**src/rtl/jtag_tap_ir_dr.sv**
```systemverilog
// jtag_tap_ir_dr: IEEE 1149.1 TAP controller with a generic-width instruction
// register and an integrated data-register bank (BYPASS, IDCODE, USER).
//
// Ports:
//   TCK          clock; all state updates on its rising edge
//   TRST         synchronous active-high reset
//   TMS          test mode select
//   TDI          serial data in
//   TDO          serial data out (combinational from registered state)
//   TDO_EN       high in Shift-IR / Shift-DR
//   TAP_STATE    current TAP state, IEEE encoding
//   LATCH_IR     active instruction
//   USER_DR_IN   parallel value captured into the USER chain
//   USER_DR      USER register, loaded in Update-DR
//   USER_UPDATE  one-cycle pulse after USER_DR loads
module jtag_tap_ir_dr #(
   parameter int unsigned          IR_WIDTH     = 4,
   parameter logic [IR_WIDTH-1:0]  IR_CAPTURE   = IR_WIDTH'(1),
   parameter logic [IR_WIDTH-1:0]  IDCODE_OPC   = IR_WIDTH'(1),
   parameter logic [IR_WIDTH-1:0]  USER_OPC     = IR_WIDTH'(2),
   parameter logic [31:0]          IDCODE_VALUE = 32'h1000_0001,
   parameter int unsigned          USER_WIDTH   = 8
) (
   input  logic                  TCK,
   input  logic                  TRST,
   input  logic                  TMS,
   input  logic                  TDI,
   output logic                  TDO,
   output logic                  TDO_EN,
   output logic [3:0]            TAP_STATE,
   output logic [IR_WIDTH-1:0]   LATCH_IR,
   input  logic [USER_WIDTH-1:0] USER_DR_IN,
   output logic [USER_WIDTH-1:0] USER_DR,
   output logic                  USER_UPDATE
);

   localparam int unsigned         ID_WIDTH   = 32;
   localparam logic [IR_WIDTH-1:0] BYPASS_OPC = '1;

   typedef enum logic [3:0] {
      EX2_DR = 4'h0,
      EX1_DR = 4'h1,
      SH_DR  = 4'h2,
      PAU_DR = 4'h3,
      SEL_IR = 4'h4,
      UPD_DR = 4'h5,
      CAP_DR = 4'h6,
      SEL_DR = 4'h7,
      EX2_IR = 4'h8,
      EX1_IR = 4'h9,
      SH_IR  = 4'hA,
      PAU_IR = 4'hB,
      RTI    = 4'hC,
      UPD_IR = 4'hD,
      CAP_IR = 4'hE,
      TLR    = 4'hF
   } tap_state_e;

   tap_state_e            state;
   tap_state_e            state_nxt;
   logic [IR_WIDTH-1:0]   ir_shift;
   logic [IR_WIDTH-1:0]   latch_ir;
   logic                  bypass_reg;
   logic [ID_WIDTH-1:0]   id_shift;
   logic [USER_WIDTH-1:0] user_shift;
   logic [USER_WIDTH-1:0] user_dr;
   logic                  user_update;
   logic                  sel_idcode;
   logic                  sel_user;

   // DR select; all-ones beats IDCODE beats USER, anything else is BYPASS
   always_comb begin
      sel_idcode = 1'b0;
      sel_user   = 1'b0;
      if (latch_ir != BYPASS_OPC) begin
         if (latch_ir == IDCODE_OPC) begin
            sel_idcode = 1'b1;
         end else if (latch_ir == USER_OPC) begin
            sel_user = 1'b1;
         end
      end
   end

   // TAP next-state
   always_comb begin
      state_nxt = state;
      unique case (state)
         TLR:    state_nxt = TMS ? TLR    : RTI;
         RTI:    state_nxt = TMS ? SEL_DR : RTI;
         SEL_DR: state_nxt = TMS ? SEL_IR : CAP_DR;
         CAP_DR: state_nxt = TMS ? EX1_DR : SH_DR;
         SH_DR:  state_nxt = TMS ? EX1_DR : SH_DR;
         EX1_DR: state_nxt = TMS ? UPD_DR : PAU_DR;
         PAU_DR: state_nxt = TMS ? EX2_DR : PAU_DR;
         EX2_DR: state_nxt = TMS ? UPD_DR : SH_DR;
         UPD_DR: state_nxt = TMS ? SEL_DR : RTI;
         SEL_IR: state_nxt = TMS ? TLR    : CAP_IR;
         CAP_IR: state_nxt = TMS ? EX1_IR : SH_IR;
         SH_IR:  state_nxt = TMS ? EX1_IR : SH_IR;
         EX1_IR: state_nxt = TMS ? UPD_IR : PAU_IR;
         PAU_IR: state_nxt = TMS ? EX2_IR : PAU_IR;
         EX2_IR: state_nxt = TMS ? UPD_IR : SH_IR;
         UPD_IR: state_nxt = TMS ? SEL_DR : RTI;
         default: state_nxt = TLR;
      endcase
   end

   // State register plus IR/DR actions taken on the edge leaving each state
   always_ff @(posedge TCK) begin
      if (TRST) begin
         state       <= TLR;
         ir_shift    <= '0;
         latch_ir    <= IDCODE_OPC;
         bypass_reg  <= 1'b0;
         id_shift    <= '0;
         user_shift  <= '0;
         user_dr     <= '0;
         user_update <= 1'b0;
      end else begin
         state       <= state_nxt;
         user_update <= 1'b0;
         // Entering or sitting in TLR keeps IDCODE as the active instruction
         if (state == TLR || state_nxt == TLR) begin
            latch_ir <= IDCODE_OPC;
         end
         case (state)
            CAP_IR: ir_shift <= IR_CAPTURE;
            SH_IR:  ir_shift <= {TDI, ir_shift[IR_WIDTH-1:1]};
            UPD_IR: latch_ir <= ir_shift;
            CAP_DR: begin
               if (sel_idcode) begin
                  id_shift <= IDCODE_VALUE;
               end else if (sel_user) begin
                  user_shift <= USER_DR_IN;
               end else begin
                  bypass_reg <= 1'b0;
               end
            end
            SH_DR: begin
               if (sel_idcode) begin
                  id_shift <= {TDI, id_shift[ID_WIDTH-1:1]};
               end else if (sel_user) begin
                  // Shift form that also holds for a 1-bit USER chain
                  user_shift <= (user_shift >> 1)
                              | (USER_WIDTH'(TDI) << (USER_WIDTH - 1));
               end else begin
                  bypass_reg <= TDI;
               end
            end
            UPD_DR: begin
               if (sel_user) begin
                  user_dr     <= user_shift;
                  user_update <= 1'b1;
               end
            end
            default: ;
         endcase
      end
   end

   // Serial output from the active shift stage
   always_comb begin
      TDO = 1'b0;
      case (state)
         SH_IR: TDO = ir_shift[0];
         SH_DR: begin
            if (sel_idcode) begin
               TDO = id_shift[0];
            end else if (sel_user) begin
               TDO = user_shift[0];
            end else begin
               TDO = bypass_reg;
            end
         end
         default: ;
      endcase
   end

   assign TDO_EN      = (state == SH_IR) || (state == SH_DR);
   assign TAP_STATE   = state;
   assign LATCH_IR    = latch_ir;
   assign USER_DR     = user_dr;
   assign USER_UPDATE = user_update;

endmodule

```
**config.mk**
```make
export PLATFORM = sky130hd
export DESIGN_NAME = jtag_tap_ir_dr
export DESIGN_NICKNAME = d
export VERILOG_FILES = /design/src/rtl/jtag_tap_ir_dr.sv
export SDC_FILE = /design/constraint.sdc
export NUM_CORES = 1
export LEC_CHECK = 0
export ABC_AREA = 1
export CORE_MARGIN = 4
export CORE_UTILIZATION = 37
export DETAILED_ROUTE_END_ITERATION = 8
export PLACE_DENSITY = 0.66
export SLEW_MARGIN = 0
export SYNTH_ARGS = -nofsm -noshare
export SYNTH_HDL_FRONTEND = slang
export SYNTH_SLANG_ARGS = --single-unit
```
**constraint.sdc**
```tcl
create_clock -name TCK -period 2.5 [get_ports TCK]
set_clock_uncertainty 0.05 [all_clocks]
set_input_delay 0.5 -clock TCK [delete_from_list [all_inputs] [get_ports TCK]]
set_output_delay 0.5 -clock TCK [all_outputs]
set_load 0.005 [all_outputs]
```
==> results of run 1 <==
-- layout make-up --
class	instances	area [um^2]	area share
Clock buffer	12	145	0.0480
Clock inverter	2	10.0	0.00331
Inverter	20	77.6	0.0256
Multi-Input combinational cell	228	1110	0.367
Sequential cell	62	1240	0.411
Tap cell	77	96.3	0.0318
Timing Repair Buffer	36	344	0.114
-- path summary, 6_finish.rpt --
check | from | endpoint | slack [ns] | depth (start not counted)
worst min register to register | id_shift[6] | id_shift[6] | 0.41 | 2
worst max register to register | TAP_STATE[0] | id_shift[21] | 0.93 | 8
worst min-delay path | id_shift[6] | id_shift[6] | 0.41 | 2
worst max-delay path | TAP_STATE[0] | TDO | 0.22 | 8
-- per-stage QoR --
stage               utilization  instance area, um^2
finish                    0.466                 3030
global route              0.466                 3030
CTS                       0.466                 3030
detailed placement        0.440                 2860
global placement          0.440                 2860
floorplan                     -                 2540
-- worst max-delay path: stages (launching register included) --
cell and delay (ns):
sky130_fd_sc_hd__dfxtp_1 0.44, sky130_fd_sc_hd__inv_2 0.09, sky130_fd_sc_hd__nand2_4 0.11, sky130_fd_sc_hd__inv_2 0.06, sky130_fd_sc_hd__nand2_1 0.17, sky130_fd_sc_hd__nor2_2 0.07, sky130_fd_sc_hd__nand2_1 0.06, sky130_fd_sc_hd__o211ai_1 0.11
sky130_fd_sc_hd__dlygate4sd2_1 0.29
-- what timing repair did --
action,4_1_cts,5_1_grt
setup endpoints to repair,1,0
gates resized for setup,3,0
setup buffers,1,0
-- layer usage --
layer,track usage,part of all wire,up-vias
li1,-,-,1117
met1,0.174,0.49,979
met2,0.193,0.45,57
met3,0.0417,0.051,8
met4,0.0716,0.016,0
met5,0,0,-
-- where the power goes --
group	switching [mW]	internal (mW)	total, mW
clock	0.350	0.373	0.723
combinational	0.139	0.0843	0.223
sequential	0.0150	1.01	1.02
-- synthesized netlist by cell type, drive strengths merged --
| cell type | count | area share |
|---|---|---|
| buf | 9 | 0.035 |
| o2111ai | 1 | 0.0035 |
| a21boi | 1 | 0.0030 |
| clkinv | 1 | 0.0015 |
| a31oi | 8 | 0.020 |
| nor3 | 1 | 0.0020 |
| clkbuf | 6 | 0.0089 |
| nor2 | 29 | 0.066 |
| o21ai | 18 | 0.037 |
| a211oi | 3 | 0.011 |
| nand3 | 13 | 0.033 |
| nand2 | 112 | 0.17 |
| dfxtp | 62 | 0.49 |
| nand4 | 2 | 0.0074 |
| o211ai | 1 | 0.0030 |
| a21oi | 38 | 0.075 |
| inv | 19 | 0.029 |
| o221a | 1 | 0.0044 |
-- cell families (layout without fill, tap and decap cells) --
logic type / after synthesis / after routing / share of synthesized area
simple gates: 157 / 157 / 0.280
compound gates: 71 / 71 / 0.156
flops: 62 / 62 / 0.489
buf+inv: 35 / 70 / 0.0740
==> results.env, run 1 <==
CTS.SINKS=62
POST-ROUTE-DRC-COUNT=0
AREA.GROWTH.SYNTH_TO_FINAL_PCT=19.3
NUM-FILL-CELLS=626
DIE_HEIGHT_UM=90.8
YS.WARNINGS.COUNT=0
POST_SYNTH_INSTANCE_AREA_UM2=2540
IR_WORST_VDD_mV=0.297
DRT-PASS1-ITER-COUNT=4
GP_CONGESTION=0.780
FINAL_HOLD_VIOS=0
CTS_TREE='yes'
DRT-INITIAL-DRC-COUNT=112
SETUP-TNS-FINAL_NS=0
CRITICAL_PATH.MAX_FANOUT=6
GRTUSAGETOTAL=0.133
REGISTERS.TOP_BY_FF_COUNT='id_shift'
NUMPLACEDINSTANCES=422
CTSLONGESTPATHBUFFERS=2
FINAL.MIN_CLOCK_PERIOD_NS=2.28
NET_COUNT_FINAL=369
NUM_VIAS=2161
FLOORPLAN.ROWS=29
ROUTED_WIRELENGTH_MM=5.08
POWER_DENSITY_nW_PER_UM2=650
CHIPWIDTH_UM=90.8
CTS.HTREE.LEVELS=3
SYN_INST=325
LAYOUT.CELLS.MOST_COMMON='sky130_fd_sc_hd__nand2_1'
FIN_TOTAL_PWR_mW=1.97
HOLD_PATH_CLASS='reg -> reg'
TIMING.MAX_CAP.VIOLATIONS=0
P_LEAK_nW=1.20
REPORT.FINAL.SLEW_VIOL_COUNT=0
WORST_PIN_SLEW_NS=0.660
AVGVIACOUNTPERCELL=4.95
PLACE.DETAILED.HPWL_MM=3.36
LAYOUT_WORST_PATH_CYCLE_SHARE=0.911
SETUP_SLACK_NS=0.222
FINAL_CELLS=437
CLK_LATENCY_NS=0.33
CP.REQUIRED_NS=1.95
YOSYS_REGISTER_BITS=62
CORE_REGION_AREA_UM2=6490
ANTENNA_CELLS=0
MOST-COMMON-LAYOUT-CELLS='sky130_fd_sc_hd__nand2_1 (109), sky130_fd_sc_hd__dfxtp_1 (61), sky130_fd_sc_hd__a21oi_1 (38)'
CTS_HOLD_BUF=0
PORT_BUFFER_CELLS=30
GRT_FIRST_PASS_WIRELENGTH_MM=8.84
MAX_FREQ_MHz=439
GRT_SETUP_UNREPAIRED='false'
OUTCOME='completed'
DESIGN.PORTCOUNT=31
CLK_ROOT_BUFFER_CELL='sky130_fd_sc_hd__clkbuf_8'
CP-END-KIND='output port'
DESIGN.DIE.AREA_UM2=8240
STARTING_DENSITY_OF_THE_CORE=0.390
SYN-MEAN-INSTANCE-AREA_UM2=7.80
GRT_PASS1_VIAS=1951
YOSYSUNIQUECELLTYPES=33
LARGEST_REG_FLOPS=32
SEQ_AREA_FRAC_SYNTH=0.489
CLOCK_PIN_SLEW_ON_THE_WORST_SETUP_AND_HOLD_PATHS_NS=0.06
PLACE_WORST_SETUP_SLACK_NS=0.146
TIMING.FINAL.SETUP_VIOLATIONS=0
FINAL.HOLD.WORST_SLACK_NS=0.410
DETAIL-ROUTE-ANTENNA-NETS=0
WORST_EP_ARRIVAL_TIME_NS=1.73
STARTPOINT_TYPE='register'
SYNTHESIS.NETS=337
GRT_ANTENNA_BEFORE_REPAIR=0
GRT_OVERFLOW=0
NUMCTSBUFFERS=9
TIMING.SETUP.CRITICAL_PATH_CLASS='reg -> out'
LARGEST_NET_DEGREE_AT_THE_START_OF_GLOBAL_ROUTING=40
DETAIL_ROUTE.WL_PER_CELL_UM=11.6
POST_ROUTE_CELLS_DRIVE_ABOVE_1_SHARE=0.117
TIMING.SLEW.HEADROOM=0.560
No activity file was read; power rests on OpenSTA's default activity.
==> inputs of run 2 (changes only) <==
==> constraint.sdc (replaced) <==
create_clock -name TCK -period 2.3 [get_ports TCK]
set_clock_uncertainty 0.05 [all_clocks]
set_input_delay 0.46 -clock TCK [delete_from_list [all_inputs] [get_ports TCK]]
set_output_delay 0.46 -clock TCK [all_outputs]
set_load 0.005 [all_outputs]
==> run 2 against run 1 <==
Die area unchanged. Sequential share of layout area fell by 1.2 points. Clock power is 44% higher. Largest cell class unchanged. Largest power group unchanged. First-iteration DRC count is 2.7% lower. Core utilization rose by 1.4 points. Sequential cell count is the same. Clock-buffer cell count shrank 2. Via count grew 0.74%. Power increased by 22%. Register-to-register slack worse by 0.16 ns. Critical path depth shrank 1.
==> results.env, run 2 (synthesis results as in run 1) <==
OUTCOME='completed'
CP-END-KIND='output port'
POWER.SHARE.SWITCHING=0.250  # -0.00668
NUM_VIAS=2177  # +0.74%
COMBINED_AREA_OF_THE_MULTI_INPUT_LOGIC_CELLS_UM2=1110  # +0.23%
LARGEST_REG_FLOPS=32  # unchanged
P_INT_mW=1.80  # +23%
REG2REG_SLACK_NS=0.77  # -0.16 ns
CLOCK_PIN_SLEW_ON_THE_WORST_SETUP_AND_HOLD_PATHS_NS=0.07  # about the same
CLK_ROOT_BUFFER_CELL='sky130_fd_sc_hd__clkbuf_8'
WORST_EP_ARRIVAL_TIME_NS=1.64  # -0.09 ns
DIE_HEIGHT_UM=90.8  # unchanged
DESIGN.DIE.AREA_UM2=8240  # unchanged
MAX_FREQ_MHz=466
CTS.HTREE.LEVELS=3  # unchanged
GP_CONGESTION=0.746  # -4.3%
CRITICAL_PATH.MAX_FANOUT=6  # unchanged
P_LEAK_nW=1.24  # +3.8%
GRT_PASS1_VIAS=1990  # +2.0%
GRTUSAGETOTAL=0.134  # +0.00147
TIMING.FINAL.SETUP_VIOLATIONS=0  # unchanged
IR_WORST_VDD_mV=0.373  # +26%
SHARE_COMB_OF_TOTAL_POWER=0.107  # -0.006
DESIGN.PORTCOUNT=31  # unchanged
WORST_PIN_SLEW_NS=0.473  # -0.187 ns
PLACE.DETAILED.HPWL_MM=3.45  # +2.8%
REGISTERS.TOP_BY_FF_COUNT='id_shift'
TIMING.MAX_CAP.VIOLATIONS=0  # unchanged
NUM-FILL-CELLS=642  # +2.6%
SLOWEST_STAGE='sky130_fd_sc_hd__dfxtp_2'
PLACE_WORST_SETUP_SLACK_NS=0.115  # -0.0308 ns
LAYOUT.CELLS.MOST_COMMON='sky130_fd_sc_hd__nand2_1'
DETAIL-ROUTE-ANTENNA-NETS=0  # unchanged
TIMING.SETUP.CRITICAL_PATH_CLASS='reg -> out'
DRT-INITIAL-DRC-COUNT=109  # -2.7%
STARTPOINT_TYPE='register'
CTSLONGESTPATHBUFFERS=2  # unchanged
CLK_LATENCY_NS=0.34  # about the same
STARTING_DENSITY_OF_THE_CORE=0.390  # unchanged
POSTLAYOUTCELLAREA_UM2=3120  # +3.0%
AREA.GROWTH.SYNTH_TO_FINAL_PCT=22.9
POST-ROUTE-DRC-COUNT=0  # unchanged
TIMING.SLEW.HEADROOM=0.684  # +0.125
FLOORPLAN.ROWS=29  # unchanged
AVGVIACOUNTPERCELL=4.91  # -0.62%
DETAIL_ROUTE.WL_PER_CELL_UM=11.6  # -0.40%
SETUP_SLACK_NS=0.153  # -0.0689 ns
PWR-SHARE-SEQ=0.460  # -0.059
GRT_ANTENNA_BEFORE_REPAIR=0  # unchanged
PWR-SHARE-CLK=0.432  # +0.064
LARGEST_NET_DEGREE_AT_THE_START_OF_GLOBAL_ROUTING=40  # unchanged
CORE_REGION_AREA_UM2=6490  # unchanged
CP.BUFFERS_INVERTERS=3  # unchanged
CTS_TREE='yes'
CPPEAKSTAGEDELAY_NS=0.40  # -0.04 ns
NET_COUNT_FINAL=373  # +1.1%
PORT_BUFFER_CELLS=30  # unchanged
SETUP-TNS-FINAL_NS=0  # unchanged
FF_LATCH_AREA_UM2=1240  # unchanged
PATH_CELLS='nand2_4 > inv_2 > nand2_4 > nor2_4 > inv_2 > o211ai_1 > dlygate4sd2_1'
GRT_OVERFLOW=0  # unchanged
POWER_DENSITY_nW_PER_UM2=770  # +18%
CP.REQUIRED_NS=1.79  # -0.16 ns
REPORT.FINAL.SLEW_VIOL_COUNT=0  # unchanged
ANTENNA_CELLS=0  # unchanged
POST_ROUTE_CELLS_DRIVE_ABOVE_1_SHARE=0.131  # +0.0145
CTS.SINKS=62  # unchanged
CTS.REPAIR.RESIZED=3  # unchanged
ROUTED_WIRELENGTH_MM=5.13  # +0.96%
PLACEDINSTANCEAREA_UM2=2900  # +1.3%
CHIPWIDTH_UM=90.8  # unchanged
GRT_SETUP_UNREPAIRED='false'
HOLD_PATH_CLASS='reg -> reg'
DRT-PASS1-ITER-COUNT=4  # unchanged
MOST-COMMON-LAYOUT-CELLS='sky130_fd_sc_hd__nand2_1 (109), sky130_fd_sc_hd__dfxtp_1 (61), sky130_fd_sc_hd__a21oi_1 (38)'
CRITICAL_PATH.TOP_DELAY_FAMILY='flip-flops'
LAYOUT_WORST_PATH_CYCLE_SHARE=0.934
GRT_FIRST_PASS_WIRELENGTH_MM=8.93  # +1.0%
CTS_HOLD_BUF=0  # unchanged
POST-CTS-SETUP-BUFFERS=0  # -1
TOTAL_SWITCHING_POWER_mW=0.599  # +19%
NUMCTSBUFFERS=9  # unchanged
FINAL.MIN_CLOCK_PERIOD_NS=2.15
FINAL_HOLD_VIOS=0  # unchanged
## run 2: power by group through the flow
stage	sequential (mW)	clock [mW]	combinational [mW]
2_1_floorplan	1.14	0	0.161
3_3_place_gp	1.13	0	0.258
3_5_place_dp	1.13	0	0.259
4_1_cts	1.10	1.07	0.260
5_1_grt	1.11	1.11	0.289
6_report	1.11	1.04	0.257
## run 2: final timing paths
kind	from	to	cells past startpoint
max	TAP_STATE[1]	TDO	7
min	id_shift[4]	id_shift[3]	2
max reg2reg	LATCH_IR[1]	id_shift[22]	7
min reg2reg	id_shift[4]	id_shift[3]	2
## run 2: worst reg2reg max path, delay by kind of cell (launching register included)
family	cells	cell delay [ns]
simple gates	4	0.35
compound gates	1	0.14
buf+inv	2	0.50
flops	1	0.43
## run 2: stage by stage
step | hold slack, ns | power, mW | instances | util
after CTS | 0.411 | 2.43 | 443 | 0.480
after global placement | 0.398 | 1.39 | 427 | 0.446
final | 0.409 | 2.40 | 443 | 0.480
after global routing | 0.422 | 2.50 | 443 | 0.480
after detailed placement | 0.404 | 1.39 | 427 | 0.446
after floorplan | 0.389 | 1.30 | 325 | -
## run 2: area by class of cell
cell class / count / area share
Clock buffer: 10 / 0.0409
Clock inverter: 6 / 0.0277
Inverter: 20 / 0.0249
Multi-Input combinational cell: 228 / 0.357
Sequential cell: 62 / 0.399
Tap cell: 77 / 0.0309
Timing Repair Buffer: 40 / 0.120
## run 2: routing by layer
metal / wire, um / part of all wire / track usage / vias to the layer above
met5: 0 / 0 / 0 / -
met4: 77 / 0.015 / 0.0490 / 0
met3: 248 / 0.048 / 0.0542 / 7
met2: 2380 / 0.46 / 0.211 / 40
met1: 2430 / 0.47 / 0.165 / 1000
li1: - / - / - / 1130
